File: src/rtl/fifo_wr_arbiter.sv
// Round-robin write arbiter: four producers share one FIFO write port, never writing into a full FIFO.
// Define FIFO_ARB_BURST_EN to let an owner keep the FIFO for up to MAX_BURST consecutive writes.
module fifo_wr_arbiter #(
    parameter int NREQ      = 4,
    parameter int DW        = 8,
    parameter int MAX_BURST = 4
) (
    input  logic               clk,
    input  logic               reset_n,
    input  logic [NREQ-1:0]    req,
    input  logic [NREQ*DW-1:0] data,
    output logic [NREQ-1:0]    ack,
    output logic               fifo_w_en,
    output logic [DW-1:0]      fifo_data_in,
    input  logic               fifo_full,
    output logic               stall,
    output logic [15:0]        wr_count
);

    localparam int            PW        = $clog2(NREQ);
    localparam logic [PW-1:0] PTR_ONE   = PW'(1);
    localparam logic [3:0]    BURST_MAX = 4'(MAX_BURST);
`ifdef FIFO_ARB_BURST_EN
    localparam bit            BURST_EN  = 1'b1;
`else
    localparam bit            BURST_EN  = 1'b0;
`endif

    typedef enum logic {IDLE, BURST} state_t;

    state_t          state, state_n;
    logic [PW-1:0]   ptr, ptr_n;
    logic [PW-1:0]   owner, owner_n;
    logic [3:0]      burst_cnt, burst_cnt_n;
    logic            win_valid;
    logic [PW-1:0]   win_idx;
    logic            grant_valid;
    logic [PW-1:0]   grant_idx;

    // Search from the highest offset down so the requester closest to ptr is written last and wins.
    always_comb begin
        logic [PW-1:0] idx;
        win_valid = 1'b0;
        win_idx   = ptr;
        idx       = ptr;
        for (int k = NREQ - 1; k >= 0; k--) begin
            idx = ptr + PW'(k);
            if (req[idx]) begin
                win_valid = 1'b1;
                win_idx   = idx;
            end
        end
    end

    always_comb begin
        // NOTE: every signal gets a default first, so no path through this block infers a latch.
        state_n     = state;
        ptr_n       = ptr;
        owner_n     = owner;
        burst_cnt_n = burst_cnt;
        grant_valid = 1'b0;
        grant_idx   = owner;

        if (BURST_EN && state == BURST) begin
            if (req[owner] && !fifo_full && burst_cnt < BURST_MAX) begin
                grant_valid = 1'b1;
                burst_cnt_n = burst_cnt + 4'd1;
                if (burst_cnt_n == BURST_MAX) begin
                    ptr_n   = owner + PTR_ONE;
                    state_n = IDLE;
                end
            end else if (!req[owner]) begin
                // Owner released early: spend one bubble cycle handing priority to its neighbour.
                ptr_n   = owner + PTR_ONE;
                state_n = IDLE;
            end
        end else if (win_valid && !fifo_full) begin
            grant_valid = 1'b1;
            grant_idx   = win_idx;
            owner_n     = win_idx;
            burst_cnt_n = 4'd1;
            if (!BURST_EN || MAX_BURST == 1) begin
                ptr_n = win_idx + PTR_ONE;
            end else begin
                state_n = BURST;
            end
        end
    end

    // Gating with reset_n keeps the write port quiet for the whole reset, not just after the first edge.
    assign ack          = (grant_valid && reset_n) ? (NREQ'(1) << grant_idx) : '0;
    assign fifo_w_en    = |ack;
    assign fifo_data_in = fifo_w_en ? data[grant_idx*DW +: DW] : '0;

    // NOTE: non-blocking assignments so every register sees pre-edge values of the others.
    always_ff @(posedge clk or negedge reset_n) begin
        if (!reset_n) begin
            state     <= IDLE;
            ptr       <= '0;
            owner     <= '0;
            burst_cnt <= '0;
            stall     <= 1'b0;
            wr_count  <= '0;
        end else begin
            state     <= state_n;
            ptr       <= ptr_n;
            owner     <= owner_n;
            burst_cnt <= burst_cnt_n;
            stall     <= (|req) & fifo_full;
            if (fifo_w_en) begin
                wr_count <= wr_count + 16'd1;
            end
        end
    end

endmodule

File: config.mk
export PLATFORM = sky130hd
export DESIGN_NAME = fifo_wr_arbiter
export DESIGN_NICKNAME = d
export VERILOG_FILES = /design/src/rtl/fifo_wr_arbiter.sv
export SDC_FILE = /design/constraint.sdc
export NUM_CORES = 1
export LEC_CHECK = 0
export BUFFER_PORTS_ARGS = -buffer_cell sky130_fd_sc_hd__buf_4
export CORE_UTILIZATION = 45
export CTS_CLUSTER_DIAMETER = 30
export DETAILED_ROUTE_END_ITERATION = 12
export GPL_TIMING_DRIVEN = 0
export PLACE_DENSITY = 0.8
export RECOVER_POWER = 50
export SYNTH_ARGS = -nofsm -noshare
export SYNTH_HDL_FRONTEND = slang
export SYNTH_SLANG_ARGS = --single-unit
File: constraint.sdc
create_clock -name clk -period 1.8 [get_ports clk]
set_input_delay 0.18 -clock clk [delete_from_list [all_inputs] [get_ports clk]]
set_output_delay 0.18 -clock clk [all_outputs]
set_load 0.03 [all_outputs]
==> impl_metrics.toml, run 1 <==
[synth]
postSynth.asyncResetShare_pct = 100.0
synth_seq_cells = 19
synth_edf_count = 0
yosys_warnings = 0
synth_area_leaders = "dfrtp_1, xnor2_1, mux2i_1"
syn-num-nets = 188
avgSynthCellArea_um2 = 8.877
seq_area_frac_synth_pct = 36.19
synth_flop_cell = "dfrtp_1"
yosysUniqueCellTypes = 41
synth_area_leader_cell = "dfrtp_1"
netlist.area_leader.share_pct = 36.19
netlist_area_um2 = 1314
synthCells = 148

[clock_tree]
cts_buffer_depth = 2
clkSlewWorstSetupHoldPaths_ns = 0.11
h-tree-depth = 1
clock-sinks = 19
cts-root-buf = "clkbuf_4"
insertion_delay_ns = 0.30
cts_buffers = 3
cts_tree = "built"

[floorplan]
dieArea_um2 = 3139
core_area_um2 = 2758
die_width_um = 56.03
die_h_um = 56.03
ios = 69
initial_utilization_pct = 47.64
core.rowCount = 19

[global_routing]
grt_max_degree = 20
overflow = 0
grt_pass1_vias = 1428
track_usage_pct = 26.46
antenna_found_initial = 0
grt_pass1_wl_um = 6617

[layout]
drive_above_1_share_pct = 50.43
nets = 273
fin_util_pct = 78.99
area_growth_pct = 65.81
diodes = 0

[setup_path]
criticalPathCategory = "reg -> out"
critPathLaunchType = "register"
regToRegEndpoint = "ptr[1]"
critical_path.max_stage_delay_ns = 0.44
cp_common_cell = "buf_6"
crit_path_top_delay_cell = "dfrtp_2"
cp.required_ns = 1.62
end_kind = "primary output"
reg2reg_depth = 7
r2r_setup_slack_ns = 0.09
timing.rr.start = "ptr[1]"
crit_fanout = 4
worst-path-buf-inv = 2
worstPathArrival_ns = 2.08
cp_top_family = "compound AO/OA/AOI/OAI gates"
path_cells = "buf_6, nand2b_4, a21oi_4, a2111o_1, or2_4, o221ai_4, buf_6"

[sta]
fin_worst_skew_ns = 0.002572
hold_ws_ns = 0.1480
tightest_slew_ns = 0.8439
max_freq_mhz = 443.3
grt_setup_unrepaired = "true"
slew-limit-headroom_pct = 43.55
fin_crit_ns = 2.256
maxSlewViolCount = 0
period_share_pct = 125.3
layout_setup_ws_ns = -0.4558
hold_violations = 0
setup_viol = 11

[detailed_routing]
vias = 1447
dr.first_iter.drc_count = 61
via_per_inst = 5.502
drc = 0
wl_met2_um = 2144
routed_wl_um = 4052
wl_per_cell_um = 15.41
antenna_left = 0
met3_length_um = 283
highest_layer = "met4"
firstDrtPassIters = 4
drt-met1-wl_um = 1564

[hold_path]
hold_depth = 2
hold_class = "in -> reg"
min_from = "fifo_full"
hold_end = "ptr[1]"

[power_and_ir_drop]
power_density_nw_per_um2 = 829.6
irDropWorstVdd_v = 0.0007503
p_leak_nw = 1.036

[run_status]
violations = "setup timing"
status = "finished with violations"

[placed_design]
place_hpwl_um = 2816
gp_congestion = 0.8345
portBuffers = 67

[run]
max_cap_violations = 0
==> cell families (layout without fill, tap and decap cells) <==
family	Yosys count	count (layout)	synth area share, %
multiplexers	6	6	4.572
AO/OA/AOI/OAI	32	32	17.71
AND/OR/NAND/NOR	57	57	23.81
buffers and inverters	18	102	6.762
adder cells (fa/ha/maj)	1	1	0.9522
XOR/XNOR	15	15	10.00
flip-flops	19	19	36.19
==> placed cells by master (no fill, tap or decap), types with 5 or more instances in the layout <==
master    n
dfrtp_1  18
buf_4    68
xnor2_1  10
nand2_1  10
o21ai_1   5
a32oi_1   6
nand3_1   5
buf_6    13
xor2_1    5
inv_1     9
nand4_1   6
nor2_1   12
==> state kept, by name, summed over array words and instances (netlist names) <==
register,flops
wr_count,16
ptr,2
stall,1
==> Yosys cell counts, types with 2 or more instances <==
cell / count
nand3_1: 5
and2_1: 2
xnor2_1: 10
inv_1: 12
a32oi_1: 6
mux2i_1: 6
buf_2: 2
dfrtp_1: 19
or2_2: 2
nor2_1: 12
nor3_1: 3
a21oi_1: 3
nand4_1: 6
nor2b_1: 3
nand2b_1: 5
xor2_1: 5
o21ai_1: 4
a22oi_1: 2
buf_6: 2
o22a_1: 2
o21ai_0: 5
o211ai_1: 2
nand2_1: 11
o221ai_1: 2
==> routing by layer <==
metal / up-vias / global-route usage (%)
met1: 669 / 32.59
met3: 10 / 5.349
met4: 0 / 3.484
li1: 697 / -
met5: - / 0
met2: 71 / 48.64
==> report_power, final <==
part           leakage, nW  total (W)  switching, W  internal [W]
logic                0.788   0.000983      0.000515      0.000468
registers            0.233   0.000606      0.000109      0.000497
clock network       0.0150   0.000218      0.000132     0.0000864
==> repair_timing <==
action	4_1_cts	5_1_grt
setup endpoints to repair	12	13
gates resized for setup	32	7
buffers inserted	10	2
hold buffers	1	0
pin swaps	10	7
hold endpoints to repair	19	0
==> how the worst max path moves through the flow <==
stage | cells after the start | to | slack (ns) | start
after global placement | 6 | fifo_data_in[5] | -0.34 | ptr[1]
after floorplan | 5 | fifo_data_in[1] | -0.05 | ptr[0]
after detailed placement | 6 | fifo_data_in[5] | -0.45 | ptr[1]
after CTS | 7 | fifo_data_in[5] | -0.44 | ptr[0]
after global routing | 7 | fifo_data_in[1] | -0.52 | ptr[0]
final | 7 | fifo_data_in[1] | -0.46 | ptr[0]
==> through the flow <==
step | instances | area, um2 | setup slack, ns | total power [W] | TNS [ns]
2_1_floorplan | 148 | 1366 | -0.04739 | 0.001087 | -0.1736
3_3_place_gp | 246 | 1908 | -0.3394 | 0.001356 | -2.006
3_5_place_dp | 246 | 1908 | -0.4460 | 0.001389 | -2.692
4_1_cts | 261 | 2137 | -0.4387 | 0.001755 | -3.591
5_1_grt | 263 | 2178 | -0.5216 | 0.001901 | -4.874
6_report | 263 | 2178 | -0.4558 | 0.001807 | -3.930
==> area by class of cell <==
class	instances	area (um2)
flip-flops and latches	19	476.7
repair buffers	80	638.1
fillers	187	579.3
clock buffers	4	26.28
well taps	31	38.79
multi-input cells	111	895.9
inverters	12	45.04
plain buffers	6	57.56
(Power assumes the default switching activity.)
==> run 2, diff against run 1 <==
clock period = 2.22 ns   (was 1.8 ns; I/O delays follow)
==> impl_metrics.toml, run 2 (synthesis results as in run 1) <==
[run_status]
status = "finished with violations"
violations = "setup timing"

[setup_path]
cp.required_ns = 2.00
critPathLaunchType = "register"
cp_common_cell = "buf_6"
path_cells = "or3b_1, o311ai_2, o22a_1, buf_6, or2_4, o221ai_2, buf_6"
critical_path.max_stage_delay_ns = 0.43
worstPathArrival_ns = 2.05
criticalPathCategory = "reg -> out"
crit_path_top_delay_cell = "dfrtp_1"
crit_fanout = 8
end_kind = "primary output"

[clock_tree]
insertion_delay_ns = 0.33
h-tree-depth = 1
clkSlewWorstSetupHoldPaths_ns = 0.12
cts-root-buf = "clkbuf_4"
cts_buffers = 3
cts_buffer_depth = 2
cts_tree = "built"
clock-sinks = 19

[floorplan]
die_width_um = 56.03
core.rowCount = 19
initial_utilization_pct = 47.64
core_area_um2 = 2758
dieArea_um2 = 3139
die_h_um = 56.03
ios = 69

[layout]
nFillCells = 190
nets = 271
layoutNonFillerInstCount = 261
largest_registers = "wr_count: 16 flops, ptr: 2 flops, stall: 1 flops"
diodes = 0
multiInputGateArea_um2 = 853.3
regMostFlops = "wr_count"
largest_reg_flops = 16
final_cell_mix = "buf_4, dfrtp_1, inv_1"
final_common_cell = "buf_4"
area_growth_pct = 59.33
drive_above_1_share_pct = 46.52
ff_latch_area_um2 = 476.7

[detailed_routing]
dr.first_iter.drc_count = 66
drc = 0
vias = 1464
routed_wl_um = 3997
via_per_inst = 5.609
firstDrtPassIters = 4
wl_per_cell_um = 15.31
antenna_left = 0

[power_and_ir_drop]
irDropWorstVdd_v = 0.0005399
power_density_nw_per_um2 = 680.2
p_leak_nw = 1.023
total_power_w = 0.001424

[global_routing]
track_usage_pct = 25.09
overflow = 0
antenna_found_initial = 0
grt_max_degree = 20
grt_pass1_vias = 1496
grt_pass1_wl_um = 6244

[sta]
hold_violations = 0
period_share_pct = 102.3
grt_setup_unrepaired = "true"
max_freq_mhz = 440.2
slew-limit-headroom_pct = 43.43
tightest_slew_ns = 0.8458
layout_setup_ws_ns = -0.05183
setup_viol = 8
hold_ws_ns = 0.1838
fin_crit_ns = 2.272
fin_worst_skew_ns = 0.01113
maxSlewViolCount = 0

[placed_design]
place_hpwl_um = 2758
portBuffers = 67
dp.cells = 246
gp_congestion = 0.8759

[run]
max_cap_violations = 0

[hold_path]
hold_class = "in -> reg"
-- run 2: changes by cell type in the layout (fill, tap and decap cells not counted), sizes merged --
cell / previous run / this run
clkinv: 0 / 1
clkbuf: 5 / 4
buf: 84 / 82
-- run 2: stage by stage --
step | cell area [um2] | utilization, % | setup TNS (ns) | setup slack, ns
detailed placement | 1856 | 67.29 | 0 | 0.006444
CTS | 2021 | 73.28 | -0.03971 | -0.02571
finish | 2093 | 75.91 | -0.3022 | -0.05183
floorplan | 1314 | - | 0 | 0.05008
global placement | 1856 | 67.29 | 0 | 0.05291
global route | 2093 | 75.91 | -0.7234 | -0.1094
-- run 2: area by class of cell --
cell class                      instances  share of cell area [%]
Multi-Input combinational cell        111                   40.77
Timing Repair Buffer                   78                   28.81
Sequential cell                        19                   22.77
Buffer                                  6                   2.331
Inverter                               12                   2.152
Tap cell                               31                   1.853
Clock buffer                            3                   1.076
Clock inverter                          1                  0.2391
-- run 2: critical path: cells and delay by family, from the launching register on --
family                 cells  cell delay (ns)
AOI/OAI and AO/OA          3             0.50
buffers and inverters      2             0.31
DFF                        1             0.43
and+or+nand+nor            2             0.48
-- run 2: worst paths after layout --
| check | startpoint | end | slack [ns] | depth (start not counted) |
|---|---|---|---|---|
| setup reg to reg | ptr[1] | ptr[1] | 0.50 | 6 |
| setup / recovery | ptr[1] | fifo_data_in[1] | -0.05 | 7 |
| min in group asynchronous | reset_n | wr_count[12] | 0.56 | 2 |
| hold reg to reg | wr_count[15] | wr_count[15] | 0.48 | 1 |
| max in group asynchronous | reset_n | ptr[0] | 1.09 | 2 |
| hold / removal | fifo_full | ptr[1] | 0.18 | 2 |
-- run 2: routing by layer --
metal  global-route usage (%)  routed length [um]  vias up
met5                        0                   0        -
met4                    9.059                  62        0
met3                    2.558                 264        5
met2                    48.64                2161       70
met1                    27.81                1508      686
li1                         -                   -      703
-- run 2: where the power goes --
part,total [W],switching [W],leakage [nW],internal [W]
Combinational,0.000747,0.000394,0.772,0.000353
Clock,0.000194,0.000126,0.0177,0.0000678
Sequential,0.000483,0.0000805,0.233,0.000403
Total,0.00142,0.000601,1.02,0.000823
-- run 2: repair_timing --
action / in CTS / in global routing
resized for setup: 20 / 8
hold endpoints to repair: 19 / 0
setup buffers: 6 / 4
hold buffers: 1 / 0
pin swaps: 7 / 7
endpoints found under the setup margin: 12 / 8
==> run 3, diff against run 2 <==
ABC_CLOCK_PERIOD_IN_PS = 2220   (was unset)
SKIP_CTS_REPAIR_TIMING = 1   (was unset)
==> impl_metrics.toml, run 3 (synthesis results as in run 1) <==
[run_status]
status = "finished with violations"
violations = "setup timing"

[global_routing]
grt_max_degree = 22
overflow = 0
grt_pass1_vias = 1418
track_usage_pct = 23.66
antenna_found_initial = 0
grt_pass1_wl_um = 5927

[detailed_routing]
drc = 0
highest_layer = "met4"
drt-met1-wl_um = 1513
wl_met2_um = 1982
vias = 1408
via_per_inst = 5.479
routed_wl_um = 3745
firstDrtPassIters = 4
met3_length_um = 192
wl_per_cell_um = 14.57
antenna_left = 0
dr.first_iter.drc_count = 51

[sta]
setup_viol = 6
tns_ns = -0.1066
hold_violations = 0
slew-limit-headroom_pct = 42.23
tightest_slew_ns = 0.8637
grt_setup_unrepaired = "true"
fin_crit_ns = 2.250
max_freq_mhz = 444.5
hold_ws_ns = 0.1911
fin_worst_skew_ns = 0.003342
period_share_pct = 101.3
layout_setup_ws_ns = -0.02968
maxSlewViolCount = 0

[layout]
final_common_cell = "buf_4"
largest_registers = "wr_count: 16 flops, ptr: 2 flops, stall: 1 flops"
nets = 267
drive_above_1_share_pct = 45.58
final_cell_mix = "buf_4, dfrtp_1, nor2_1"
area_growth_pct = 55.52
largest_reg_flops = 16
diodes = 0
regMostFlops = "wr_count"

[placed_design]
place_hpwl_um = 2758
gp_congestion = 0.8759
portBuffers = 67

[setup_path]
end_kind = "primary output"
criticalPathCategory = "reg -> out"
startpoint = "ptr[1]"
crit_fanout = 8
worstPathArrival_ns = 2.03
timing.rr.start = "ptr[1]"
cp.required_ns = 2.00
critPathLaunchType = "register"

[hold_path]
hold_class = "in -> reg"
min_from = "fifo_full"

[run]
max_cap_violations = 0

[floorplan]
initial_utilization_pct = 47.64
core.rowCount = 19
dieArea_um2 = 3139
ios = 69
die_width_um = 56.03
core_area_um2 = 2758
die_h_um = 56.03

[clock_tree]
cts_tree = "built"
cts_buffer_depth = 2
insertion_delay_ns = 0.32
h-tree-depth = 1
cts-root-buf = "clkbuf_4"
cts_buffers = 3
clock-sinks = 19
clkSlewWorstSetupHoldPaths_ns = 0.11

[power_and_ir_drop]
power_density_nw_per_um2 = 672.6
p_leak_nw = 0.9958
irDropWorstVdd_v = 0.0005414
total_power_w = 0.001374
==> run 3: cell count changes in the layout (fill, tap and decap cells not counted), sizes merged <==
cell / change
buf: -3
clkbuf: -1
==> run 3: report_power, final <==
part / switching (W) / total (W) / leakage, nW / internal [W]
logic: 0.000375 / 0.000701 / 0.745 / 0.000326
registers: 0.0000818 / 0.000485 / 0.233 / 0.000403
clock network: 0.000121 / 0.000189 / 0.0177 / 0.0000676
==> run 3: per-layer routing <==
| layer | GRT usage, % | up-vias |
|---|---|---|
| met5 | 0 | - |
| met4 | 9.059 | 0 |
| met3 | 2.326 | 5 |
| met2 | 45.41 | 49 |
| met1 | 26.48 | 664 |
| li1 | - | 690 |
==> run 3: per-stage QoR <==
step | setup slack, ns | instances | utilization [%] | instance area (um2)
2_1_floorplan | 0.05008 | 148 | - | 1314
3_5_place_dp | 0.006444 | 246 | 67.29 | 1856
4_1_cts | -0.3421 | 250 | 68.28 | 1883
5_1_grt | -0.1060 | 257 | 74.09 | 2043
6_report | -0.02968 | 257 | 74.09 | 2043
3_3_place_gp | 0.05291 | 246 | 67.29 | 1856
==> run 3: layout make-up <==
class,count,area (um2)
inverter,12,45.04
timing repair buffer,74,569.3
buffer,6,48.80
tap,31,38.79
fill,198,714.4
multi-input combinational,111,837.1
clock inverter,1,5.005
sequential,19,476.7
clock buffer,3,22.52
==> run 3: worst max-delay path: stages (launching register included) <==
cell and delay (ns):
dfrtp_1 0.42, or3b_1 0.37, o311ai_2 0.07, o22a_1 0.20
buf_6 0.16, mux2i_4 0.24, o21ai_1 0.08, buf_4 0.17
==> run 3: worst paths after layout <==
check                      cells past startpoint         endpoint  slack (ns)
setup / recovery                               7  fifo_data_in[6]       -0.03
hold / removal                                 2           ptr[1]        0.19
setup reg to reg                               6           ptr[1]        0.53
hold reg to reg                                1     wr_count[15]        0.48
max in group asynchronous                      2           ptr[0]        1.06
min in group asynchronous                      2     wr_count[12]        0.58
